==> src/rtl/fetch_pkg.sv <==
// Shared definitions for the instruction fetch front end.
package fetch_pkg;

  localparam int unsigned XLEN_DEFAULT = 64;
  localparam int unsigned ILEN         = 32;

  // One buffered fetch result at the default address width.
  typedef struct packed {
    logic [XLEN_DEFAULT-1:0] pc;
    logic [ILEN-1:0]         data;
    logic                    half;
  } fetch_entry_t;

endpackage

==> src/rtl/fetch_fifo.sv <==
// Single-clock FIFO holding fetched words until decode consumes them.
module fetch_fifo
  import fetch_pkg::*;
#(
  parameter int unsigned DEPTH = 2,
  parameter type         entry_t = fetch_entry_t
) (
  input  logic                   clk,
  input  logic                   rst_n,
  input  logic                   push,
  input  entry_t                 push_data,
  input  logic                   pop,
  input  logic                   flush,
  output entry_t                 head,
  output logic [$clog2(DEPTH):0] count,
  output logic                   full,
  output logic                   empty
);

  localparam int unsigned AW = $clog2(DEPTH);
  localparam int unsigned CW = AW + 1;

  entry_t          mem [DEPTH];
  logic [AW-1:0]   rd_ptr;
  logic [AW-1:0]   wr_ptr;
  logic            do_push;
  logic            do_pop;

  // Flush overrides any same-cycle push or pop.
  always_comb begin
    empty   = (count == '0);
    full    = (count == CW'(DEPTH));
    do_push = push & ~flush;
    do_pop  = pop & ~empty & ~flush;
    head    = mem[rd_ptr];
  end

  // Pointer and occupancy bookkeeping.
  always_ff @(posedge clk or negedge rst_n) begin
    if (!rst_n) begin
      rd_ptr <= '0;
      wr_ptr <= '0;
      count  <= '0;
    end else if (flush) begin
      rd_ptr <= '0;
      wr_ptr <= '0;
      count  <= '0;
    end else begin
      if (do_push) wr_ptr <= wr_ptr + AW'(1);
      if (do_pop)  rd_ptr <= rd_ptr + AW'(1);
      case ({do_push, do_pop})
        2'b10:   count <= count + CW'(1);
        2'b01:   count <= count - CW'(1);
        default: count <= count;
      endcase
    end
  end

  // Entry storage; contents are only meaningful below count.
  always_ff @(posedge clk) begin
    if (do_push) mem[wr_ptr] <= push_data;
  end

endmodule

==> src/rtl/pc_fetch_gen.sv <==
// Fetch PC generator: issues word fetches, tracks in-flight requests,
// drops responses made stale by redirects and buffers the rest.
module pc_fetch_gen
  import fetch_pkg::*;
#(
  parameter int unsigned      XLEN      = XLEN_DEFAULT,
  parameter logic [XLEN-1:0]  RESET_VEC = '0,
  parameter int unsigned      DEPTH     = 2
) (
  input  logic            clk,
  input  logic            rst_n,
  input  logic            trap_en,
  input  logic [XLEN-1:0] trap_pc,
  input  logic            bj_en,
  input  logic [XLEN-1:0] bj_pc,
  output logic            req_valid,
  input  logic            req_ready,
  output logic [XLEN-1:0] req_addr,
  input  logic            resp_valid,
  input  logic [31:0]     resp_data,
  output logic            out_valid,
  input  logic            out_ready,
  output logic [XLEN-1:0] out_pc,
  output logic [31:0]     out_data,
  output logic            out_half
);

  localparam int unsigned     CW       = $clog2(DEPTH) + 1;
  localparam logic [XLEN-1:0] RESET_PC = RESET_VEC & ~XLEN'(3);

  typedef struct packed {
    logic [XLEN-1:0] pc;
    logic [ILEN-1:0] data;
    logic            half;
  } entry_t;

  logic [XLEN-1:0] fetch_pc;
  logic [XLEN-1:0] resp_pc;
  logic            half_pend;
  logic [CW-1:0]   inflight;
  logic [CW-1:0]   inflight_nxt;
  logic [CW-1:0]   drop_cnt;
  logic [CW-1:0]   fifo_count;
  logic [CW:0]     used;
  logic            redirect;
  logic [XLEN-1:0] target;
  logic [XLEN-1:0] aligned;
  logic            req_fire;
  logic            stale;
  logic            push;
  logic            pop;
  logic            fifo_full;
  logic            fifo_empty;
  entry_t          push_entry;
  entry_t          head;

  // Redirect selection, credit check and response classification.
  always_comb begin
    redirect     = trap_en | bj_en;
    target       = (trap_en ? trap_pc : bj_pc) & ~XLEN'(1);
    aligned      = target & ~XLEN'(3);
    used         = {1'b0, inflight} + {1'b0, fifo_count};
    req_valid    = (used < (CW+1)'(DEPTH));
    req_addr     = fetch_pc;
    req_fire     = req_valid & req_ready;
    inflight_nxt = inflight + CW'(req_fire) - CW'(resp_valid);
    stale        = redirect | (drop_cnt != '0);
    push         = resp_valid & ~stale;
    pop          = out_valid & out_ready;
    push_entry   = '{pc: resp_pc, data: resp_data, half: half_pend};
    out_valid    = ~fifo_empty;
    out_pc       = head.pc;
    out_data     = head.data;
    out_half     = head.half;
  end

  // Request address: redirect wins over sequential advance.
  always_ff @(posedge clk or negedge rst_n) begin
    if (!rst_n)        fetch_pc <= RESET_PC;
    else if (redirect) fetch_pc <= aligned;
    else if (req_fire) fetch_pc <= fetch_pc + XLEN'(4);
  end

  // Outstanding-request and stale-response counters. On redirect every
  // request still outstanding after this edge belongs to the old stream.
  always_ff @(posedge clk or negedge rst_n) begin
    if (!rst_n) begin
      inflight <= '0;
      drop_cnt <= '0;
    end else begin
      inflight <= inflight_nxt;
      if (redirect)                         drop_cnt <= inflight_nxt;
      else if (resp_valid && drop_cnt != '0) drop_cnt <= drop_cnt - CW'(1);
    end
  end

  // PC label and halfword flag attached to the next accepted response.
  always_ff @(posedge clk or negedge rst_n) begin
    if (!rst_n) begin
      resp_pc   <= RESET_PC;
      half_pend <= RESET_VEC[1];
    end else if (redirect) begin
      resp_pc   <= aligned;
      half_pend <= target[1];
    end else if (push) begin
      resp_pc   <= resp_pc + XLEN'(4);
      half_pend <= 1'b0;
    end
  end

  // The credit rule keeps the buffer from ever being pushed while full.
  always_ff @(posedge clk) begin
    if (rst_n && !redirect) assert (!(push && fifo_full && !pop));
  end

  fetch_fifo #(
    .DEPTH   (DEPTH),
    .entry_t (entry_t)
  ) u_fifo (
    .clk       (clk),
    .rst_n     (rst_n),
    .push      (push),
    .push_data (push_entry),
    .pop       (pop),
    .flush     (redirect),
    .head      (head),
    .count     (fifo_count),
    .full      (fifo_full),
    .empty     (fifo_empty)
  );

endmodule

==> config.mk <==
export PLATFORM = sky130hd
export DESIGN_NAME = pc_fetch_gen
export DESIGN_NICKNAME = d
export VERILOG_FILES = /design/src/rtl/fetch_pkg.sv /design/src/rtl/fetch_fifo.sv /design/src/rtl/pc_fetch_gen.sv
export SDC_FILE = /design/constraint.sdc
export NUM_CORES = 1
export LEC_CHECK = 0
export CORE_ASPECT_RATIO = 0.6
export CORE_MARGIN = 1
export CORE_UTILIZATION = 40
export DETAILED_ROUTE_END_ITERATION = 10
export PLACE_DENSITY = 0.61
export SETUP_SLACK_MARGIN = 0.3
export SLEW_MARGIN = 30
export SYNTH_ARGS = -nofsm -noshare
export SYNTH_HDL_FRONTEND = slang
export SYNTH_HIERARCHICAL = 1
export SYNTH_SLANG_ARGS = --single-unit
==> constraint.sdc <==
create_clock -name clk -period 7.1 [get_ports clk]
set_input_delay 1.065 -clock clk [delete_from_list [all_inputs] [get_ports clk]]
set_output_delay 1.065 -clock clk [all_outputs]
set_load 0.1 [all_outputs]
==> impl_metrics.tcl, run 1 <==
set metrics [dict create \
    status "finished clean" \
    ctsLongestPathBuffers 3 \
    first_iter_violations 1746 \
    totalNegativeSetupSlack_ps 0 \
    rsz0062_at_grt "no" \
    crit_cells 4 \
    reg2reg_depth 10 \
    dpl.cell_count 2210 \
    worst_ep_required_time_ps 6030 \
    finalHoldViolCount 0 \
    slew-limit-headroom_pct 27.1 \
    fill_cells 3384 \
    nNetsFinal 1902 \
    p_per_area_nw_per_um2 243 \
    worstSetupStartpoint "u_fifo/rd_ptr" \
    yosysWarningCount 6 \
    register_area_um2 9160 \
    power.switching_mw 1.72 \
    cts-htree-levels 1 \
    end_kind "output port" \
    postCtsSetupBuffers 0 \
    layout.cells.non_filler 2280 \
    wirelength_mm 56.2 \
    worst_ir_drop_vdd_mv 0.210 \
    worstPathArrival_ps 3550 \
    timing.rr.end "req_addr[52]" \
    drt_first_pass_iters 6 \
    drcViolationCount 0 \
    numPortBuffers 325 \
    pwr-share-seq_pct 46.0 \
    clk_pin_slew_ps 70 \
    core-area_um2 39200 \
    worst-r2r-setup-slack_ps 3340 \
    swShare_pct 34.0 \
    holdBufCountCts 0 \
    die_w_um 260 \
    wl_per_cell_um 24.7 \
    syn_area_um2 16000 \
    gp_congestion 0.958 \
    finClkSkew_ps 31.3 \
    grt_max_degree 98 \
    vias_per_cell 6.07 \
    p_int_mw 3.34 \
    num_rows 56 \
    cts_buffers 31 \
    num_io_pins 330 \
    clock_latency_ps 600 \
    place_hpwl_mm 40.5 \
    fin_crit_ps 4620 \
    antenna_found_initial 4 \
    die_area_um2 40700 \
    grt_pass1_vias 12600 \
    hp-class "primary input to async pin" \
    whs_ps 509 \
    cp_top_family "buffers and inverters" \
    timing.fmax_ghz 0.217 \
    cp_cell_sequence "buf_16, buf_4, mux2_4, clkdlybuf4s50_1" \
    multiInputGateArea_um2 6440 \
    finalSetupViolations 0 \
    synthCells 1413 \
    slew_viol_final 0 \
    cts-root-buf "clkbuf_16" \
    fin_crit_sh_pct 65.0 \
    critPathBufInv 3 \
    p_leak_nw 7.23 \
    die_y_um 157 \
    vias 13900 \
    grt_pass1_wl_mm 81.6 \
    grt_use_total_pct 27.0 \
    grt-ovfl-total 0 \
    cap_violations 0 \
    p_total_mw 5.06 \
    critPathLaunchType "register" \
    worstSetupPathType "register to output port" \
    worst_slew_pin_slew_ps 1090 \
    start_util_pct 40.7 \
    r2r_start "u_fifo/count[0]" \
    cts_tree "yes" \
    cp_slowest_cell "clkdlybuf4s50_1" \
    antenna_left 0 \
    layout-drive-gt1-share_pct 11.7 \
    power_frac_comb_pct 21.7 \
    p_clk_share_pct 32.3 \
    max_stage_delay_ps 1160 \
    cts_resized 0 \
    syn_area_per_cell_um2 11.3 \
    area_growth_pct 30.4 \
    cp-endpoint "out_pc[18]" \
    clock-sinks 327 \
    crit_fanout 45 \
]
## cell usage in the layout, fill, tap and decap left out, drive strengths merged, types with 8 or more instances in the layout
master / n
a21oi: 143
a22oi: 57
a2bb2oi: 26
a31oi: 12
and2: 8
and3: 25
and4: 13
buf: 23
clkbuf: 46
clkdlybuf4s50: 321
clkinv: 11
dfrtp: 133
edfxtp: 194
inv: 29
mux2: 97
nand2: 127
nand2b: 9
nand3: 73
nand4: 50
nor2: 55
nor3: 30
nor4: 30
o21ai: 96
o31ai: 27
or4: 9
xnor2: 18
## routing by layer
metal	wire length, um	global-route usage [%]
met5	0	0
met2	22700	35.8
met1	25200	40.6
met4	1370	8.26
met3	6910	9.28
## how the worst min path moves through the flow
stage                           start                end  slack, ps  cells after the start
after floorplan            resp_pc[9]  u_fifo/mem[0][42]        440                      0
after global placement    resp_pc[20]  u_fifo/mem[0][53]        510                      0
after detailed placement  inflight[0]        inflight[0]        510                      1
after CTS                 inflight[0]        inflight[0]        530                      1
after global routing      resp_pc[55]  u_fifo/mem[1][88]        550                      0
final                           rst_n       req_addr[13]        510                      1
## final cells by class
type                            count  share of cell area (%)
Sequential cell                   327                    44.0
Multi-Input combinational cell    993                    31.0
Timing Repair Buffer              350                    16.6
Clock buffer                       40                    3.99
Tap cell                          522                    3.14
Clock inverter                     18                   0.710
Inverter                           26                   0.469
Antenna cell                        4                  0.0481
## worst register-to-register path, stage by stage (launching register included)
cell     delay (ps)
dfrtp_1         440
and2_1          180
fa_1            430
nor2_1          240
and2_1          160
buf_4           330
inv_2           270
or4_1           840
nor4_1          460
xnor2_1         170
o21ai_1          90
## power groups by stage
stage	logic [mW]	registers, mW	clock network (mW)
after floorplan	0.420	2.58	0
after global placement	1.07	2.35	0
after detailed placement	1.08	2.35	0
after CTS	1.09	2.32	1.66
after global routing	1.15	2.34	1.74
final	1.10	2.33	1.63
## through the flow
| stage | setup slack, ps | util [%] | cell area, um2 |
|---|---|---|---|
| global placement | 2730 | 50.4 | 19700 |
| global route | 2350 | 53.1 | 20800 |
| floorplan | 465 | - | 16000 |
| CTS | 2230 | 52.9 | 20700 |
| finish | 2480 | 53.1 | 20800 |
| detailed placement | 2690 | 50.4 | 19700 |
## sequential cells by signal, summed over array words and instances (netlist names)
signal,flops
inflight,2
drop_cnt,2
req_addr,62
u_fifo/wr_ptr,1
resp_pc,62
u_fifo/mem,194
half_pend,1
u_fifo/count,2
u_fifo/rd_ptr,1
Power figures use the tool's default switching activity.
==> inputs of run 2 (changes only) <==
Settings changed: PLACE_DENSITY 0.61 to 0.63.
Clock period 7.1 ns to 4 ns, I/O delays scaled along.
==> impl_metrics.tcl, run 2 (synthesis results as in run 1) <==
set metrics [dict create \
    die_y_um 157 \
    slew-limit-headroom_pct 29.8 \
    timing.fmax_ghz 0.318 \
    r2r_start "req_addr[2]" \
    drt_first_pass_iters 6 \
    hp-class "primary input to async pin" \
    p_clk_share_pct 34.1 \
    finalHoldViolCount 0 \
    grt-ovfl-total 0 \
    largest_reg_flops 194 \
    antenna_found_initial 5 \
    first_iter_violations 1654 \
    start_util_pct 40.7 \
    cts_tree "yes" \
    critPathBufInv 2 \
    grt_use_total_pct 27.7 \
    crit_fanout 48 \
    pwr-share-seq_pct 44.4 \
    clk_pin_slew_ps 70 \
    clock-sinks 327 \
    antenna_left 0 \
    power.switching_mw 3.06 \
    layout-drive-gt1-share_pct 18.2 \
    cts-root-buf "clkbuf_16" \
    layout.cells.non_filler 2301 \
    finClkSkew_ps 18.6 \
    timing.rr.end "req_addr[42]" \
    reg2reg_depth 7 \
    place_hpwl_mm 42.0 \
    core-area_um2 39200 \
    p_per_area_nw_per_um2 446 \
    status "finished clean" \
    swShare_pct 32.9 \
    power_frac_comb_pct 21.5 \
    cp_top_family "flip-flops" \
    fill_cells 3413 \
    nNetsFinal 1922 \
    die_w_um 260 \
    die_area_um2 40700 \
    cts-htree-levels 1 \
    area_growth_pct 30.6 \
    postCtsSetupBuffers 0 \
    wl_per_cell_um 24.8 \
    worst_slew_pin_slew_ps 1050 \
    worst-r2r-setup-slack_ps 920 \
    cp_slowest_cell "dfrtp_4" \
    vias 13900 \
    fin_crit_ps 3140 \
    p_int_mw 6.23 \
    cap_violations 0 \
    worstPathArrival_ps 2540 \
    end_kind "output port" \
    worst_ir_drop_vdd_mv 0.393 \
    cp_cell_sequence "buf_4, mux2_2, buf_4" \
    finalWorstSetupSlack_ps 859 \
    critPathLaunchType "register" \
    holdBufCountCts 0 \
    numPortBuffers 325 \
    regMostFlops "u_fifo/mem" \
    num_rows 56 \
    ctsLongestPathBuffers 3 \
    clock_latency_ps 600 \
    dpl.cell_count 2236 \
    vias_per_cell 6.04 \
    num_io_pins 330 \
    drcViolationCount 0 \
    p_leak_nw 7.47 \
    fin_crit_sh_pct 78.5 \
    place_ws_ps 917 \
    grt_max_degree 88 \
    rsz0062_at_grt "no" \
    max_stage_delay_ps 890 \
    path_common_cell "buf_4" \
    cts_resized 0 \
    finalSetupViolations 0 \
    worst_ep_required_time_ps 3400 \
    grt_pass1_vias 12900 \
    grt_pass1_wl_mm 83.4 \
    register_area_um2 9160 \
    worstSetupPathType "register to output port" \
    final_common_cell "clkdlybuf4s50_1" \
    final_cell_mix "225 x clkdlybuf4s50_1, 194 x edfxtp_1, 141 x a21oi_1" \
    cts_buffers 31 \
    gp_congestion 0.988 \
    multiInputGateArea_um2 6430 \
    wirelength_mm 57.1 \
    slew_viol_final 0 \
]
-- run 2: changes by cell type in the layout (fill, tap and decap cells not counted), moves of 3 or more --
| cell | previous run | this run |
|---|---|---|
| buf_12 | 2 | 5 |
| buf_2 | 4 | 1 |
| clkdlybuf4s50_1 | 321 | 225 |
| bufinv_16 | 1 | 5 |
| buf_4 | 15 | 136 |
| clkbuf_2 | 3 | 0 |
-- run 2: final cells by class --
type | count | share of cell area (%)
Tap cell | 522 | 3.13
Sequential cell | 327 | 43.9
Antenna cell | 5 | 0.0600
Inverter | 26 | 0.468
Timing Repair Buffer | 370 | 16.3
Clock buffer | 40 | 4.08
Multi-Input combinational cell | 993 | 30.9
Clock inverter | 18 | 1.12
-- run 2: worst register-to-register path, cell delays in order (launching register included) --
cell	delay [ps]
dfrtp_1	570
ha_1	330
nand4_1	160
nor4_2	440
nand2_1	460
nor4_1	640
a31oi_1	170
o22a_1	200
-- run 2: layer usage --
layer | wire (um) | part of all wire [%] | track usage (%) | vias to the layer above
li1 | - | - | - | 6139
met1 | 25400 | 45 | 41.8 | 6904
met2 | 23100 | 40 | 37.3 | 763
met3 | 7230 | 13 | 9.07 | 92
met4 | 1360 | 2.4 | 7.37 | 0
met5 | 0 | 0 | 0 | -
-- run 2: power groups by stage --
| stage | registers, mW | clock network, mW | logic, mW |
|---|---|---|---|
| finish | 4.13 | 3.17 | 2.00 |
| global route | 4.15 | 3.35 | 2.10 |
| CTS | 4.11 | 3.20 | 1.98 |
| detailed placement | 4.18 | 0 | 1.98 |
| global placement | 4.17 | 0 | 1.95 |
| floorplan | 4.58 | 0 | 0.749 |
-- run 2: per-stage QoR --
stage	instance area (um2)	TNS, ps	hold slack, ps	total power, mW	utilization, %
floorplan	16000	-108500	304	5.33	-
global placement	19700	0	509	6.12	50.4
detailed placement	19700	0	517	6.15	50.4
CTS	20800	0	137	9.30	53.1
global route	20800	0	166	9.60	53.2
finish	20800	0	90.9	9.30	53.2
-- run 2: how the worst max path moves through the flow --
stage                        from                to  cells after the start
finish              u_fifo/rd_ptr        out_pc[45]                      3
global route        u_fifo/rd_ptr        out_pc[45]                      3
CTS                 u_fifo/rd_ptr        out_pc[45]                      3
detailed placement          bj_en      req_addr[40]                      7
global placement            bj_en       resp_pc[57]                      7
floorplan                   bj_en  u_fifo/mem[0][0]                      6
==> RTL edit (flow settings as in run 2) <==
`DEPTH` is set to 2 in 2 places; all go to 4.
--- a/src/rtl/fetch_fifo.sv
+++ b/src/rtl/fetch_fifo.sv
@@ -3,5 +3,5 @@
   import fetch_pkg::*;
 #(
-  parameter int unsigned DEPTH = 2,
+  parameter int unsigned DEPTH = 4,
   parameter type         entry_t = fetch_entry_t
 ) (
--- a/src/rtl/pc_fetch_gen.sv
+++ b/src/rtl/pc_fetch_gen.sv
@@ -6,5 +6,5 @@
   parameter int unsigned      XLEN      = XLEN_DEFAULT,
   parameter logic [XLEN-1:0]  RESET_VEC = '0,
-  parameter int unsigned      DEPTH     = 2
+  parameter int unsigned      DEPTH     = 4
 ) (
   input  logic            clk,
Behaviour: not the same (Yosys sat finds a counterexample within 4 cycles, from zero or initial values and one cycle with rst_n low).
==> RTL edit against run 2 <==
Design area rose by 39%. Worst setup slack worse by 0.50 ns. Sequential cell count increased by 199. Clock skew increased by 0.0035 ns. Synthesized area up 45%. Maximum frequency down 14%. Total power increased by 43%. Routed wire length is 23% higher. Count of clock-buffer cells in the layout is 30 higher. Critical endpoint is now out_data[27]. Largest cell class unchanged.
==> RTL edit: results (changes against run 2) <==
- Via count: 16536 (+19%)
- Grt met2 use: 33.7% (-3.6 points)
- Met1 Resource Use GR: 36.7% (-5.1 points)
- Ant diodes: 0 (-5)
- Max reg flops: 388 (+100%)
- Hold Slack: 0.0779 ns (-0.0130 ns)
- Clock skew: 0.0221 ns (+0.00353 ns)
- Initial antenna violation count: 3 (-2)
- Htree depth: 2 (+1)
- Internal power: 9400 uW (+51%)
- WL final: 70.2 mm (+23%)
- CTS clock-pin slew for the worst setup and hold paths: around 0.060 ns
- Fillers: 4806 (+41%)
- VDD IR max: 0.354 mV (-10%)
- Share of layout cells above drive strength 1: 16.7% (-1.4 points)
- Iter 0 DRT Violations: 1992 (+20%)
- Worst Reg-to-Reg Cells: 8 (+1)
- Status: complete, no violations
- CP max-delay cell: clkdlybuf4s50_1
- First-pass GRT wire length: 104 mm (+25%)
- HPWL Detailed: 49.8 mm (+18%)
- Total CTS buffers: 51 (+65%)
- Met3 usage: 5.15% (-3.9 points)
- Leakage power: 0.00979 uW (+31%)
- Number of global-route vias before repair: 15970 (+24%)
- Largest net degree at the start of global routing: 97 (+10%)
- R2r endpoint: resp_pc[56]
- Minimum setup slack among reg-to-reg paths: 0.81 ns (-0.11 ns)
- GP Congestion: 0.934 (-5.4%)
- Fin nets: 2191 (+14%)
- CTS root buf: clkbuf_16
- R2r startpoint: resp_pc[2]
- CP top delay family: buffers and inverters
- Largest stage delay, worst path: 1.14 ns (+0.25 ns)
RTL edit: per-stage QoR:
step	total power, uW	cells	setup slack, ns	area, um2
floorplan	7700	1661	0.272	23200
global placement	8480	2716	0.709	27400
detailed placement	8530	2716	0.653	27400
CTS	13300	2811	0.328	29100
global route	13700	2811	0.301	29100
finish	13300	2811	0.361	29100
RTL edit: final cells by class:
| cell class | instances | area [um2] | share of cell area, % |
|---|---|---|---|
| Sequential cell | 526 | 15100 | 52.0 |
| Multi-Input combinational cell | 1024 | 7610 | 26.2 |
| Timing Repair Buffer | 376 | 3590 | 12.4 |
| Clock buffer | 70 | 1420 | 4.88 |
| Tap cell | 759 | 950 | 3.27 |
| Clock inverter | 25 | 267 | 0.917 |
| Inverter | 31 | 116 | 0.400 |
RTL edit: timing repair:
item,4_1_cts,5_1_grt
setup endpoints to repair,0,8
hold buffers,0,0
resized for setup,0,8
RTL edit: power groups by stage:
stage / clock network [uW] / registers [uW] / logic [uW]
detailed placement: 0 / 6590 / 1940
global route: 5140 / 6520 / 2070
finish: 4820 / 6490 / 1950
CTS: 4910 / 6480 / 1950
global placement: 0 / 6570 / 1910
floorplan: 0 / 6970 / 724
RTL edit: layer usage:
layer	wire, um	part of all wire, %	vias up
met4	1270	1.8	0
li1	-	-	7276
met3	6490	9.2	93
met2	29900	43	785
met1	32600	46	8382
met5	0	0	-
RTL edit: how the worst max path moves through the flow:
stage	endpoint	depth (start not counted)	start	slack (ns)
after floorplan	u_fifo/mem[0][0]	9	trap_en	0.27
after global placement	req_addr[25]	7	bj_en	0.71
after detailed placement	req_addr[26]	7	bj_en	0.65
after CTS	out_data[31]	2	u_fifo/rd_ptr[1]	0.33
after global routing	out_data[20]	2	u_fifo/rd_ptr[0]	0.30
final	out_data[27]	2	u_fifo/rd_ptr[1]	0.36
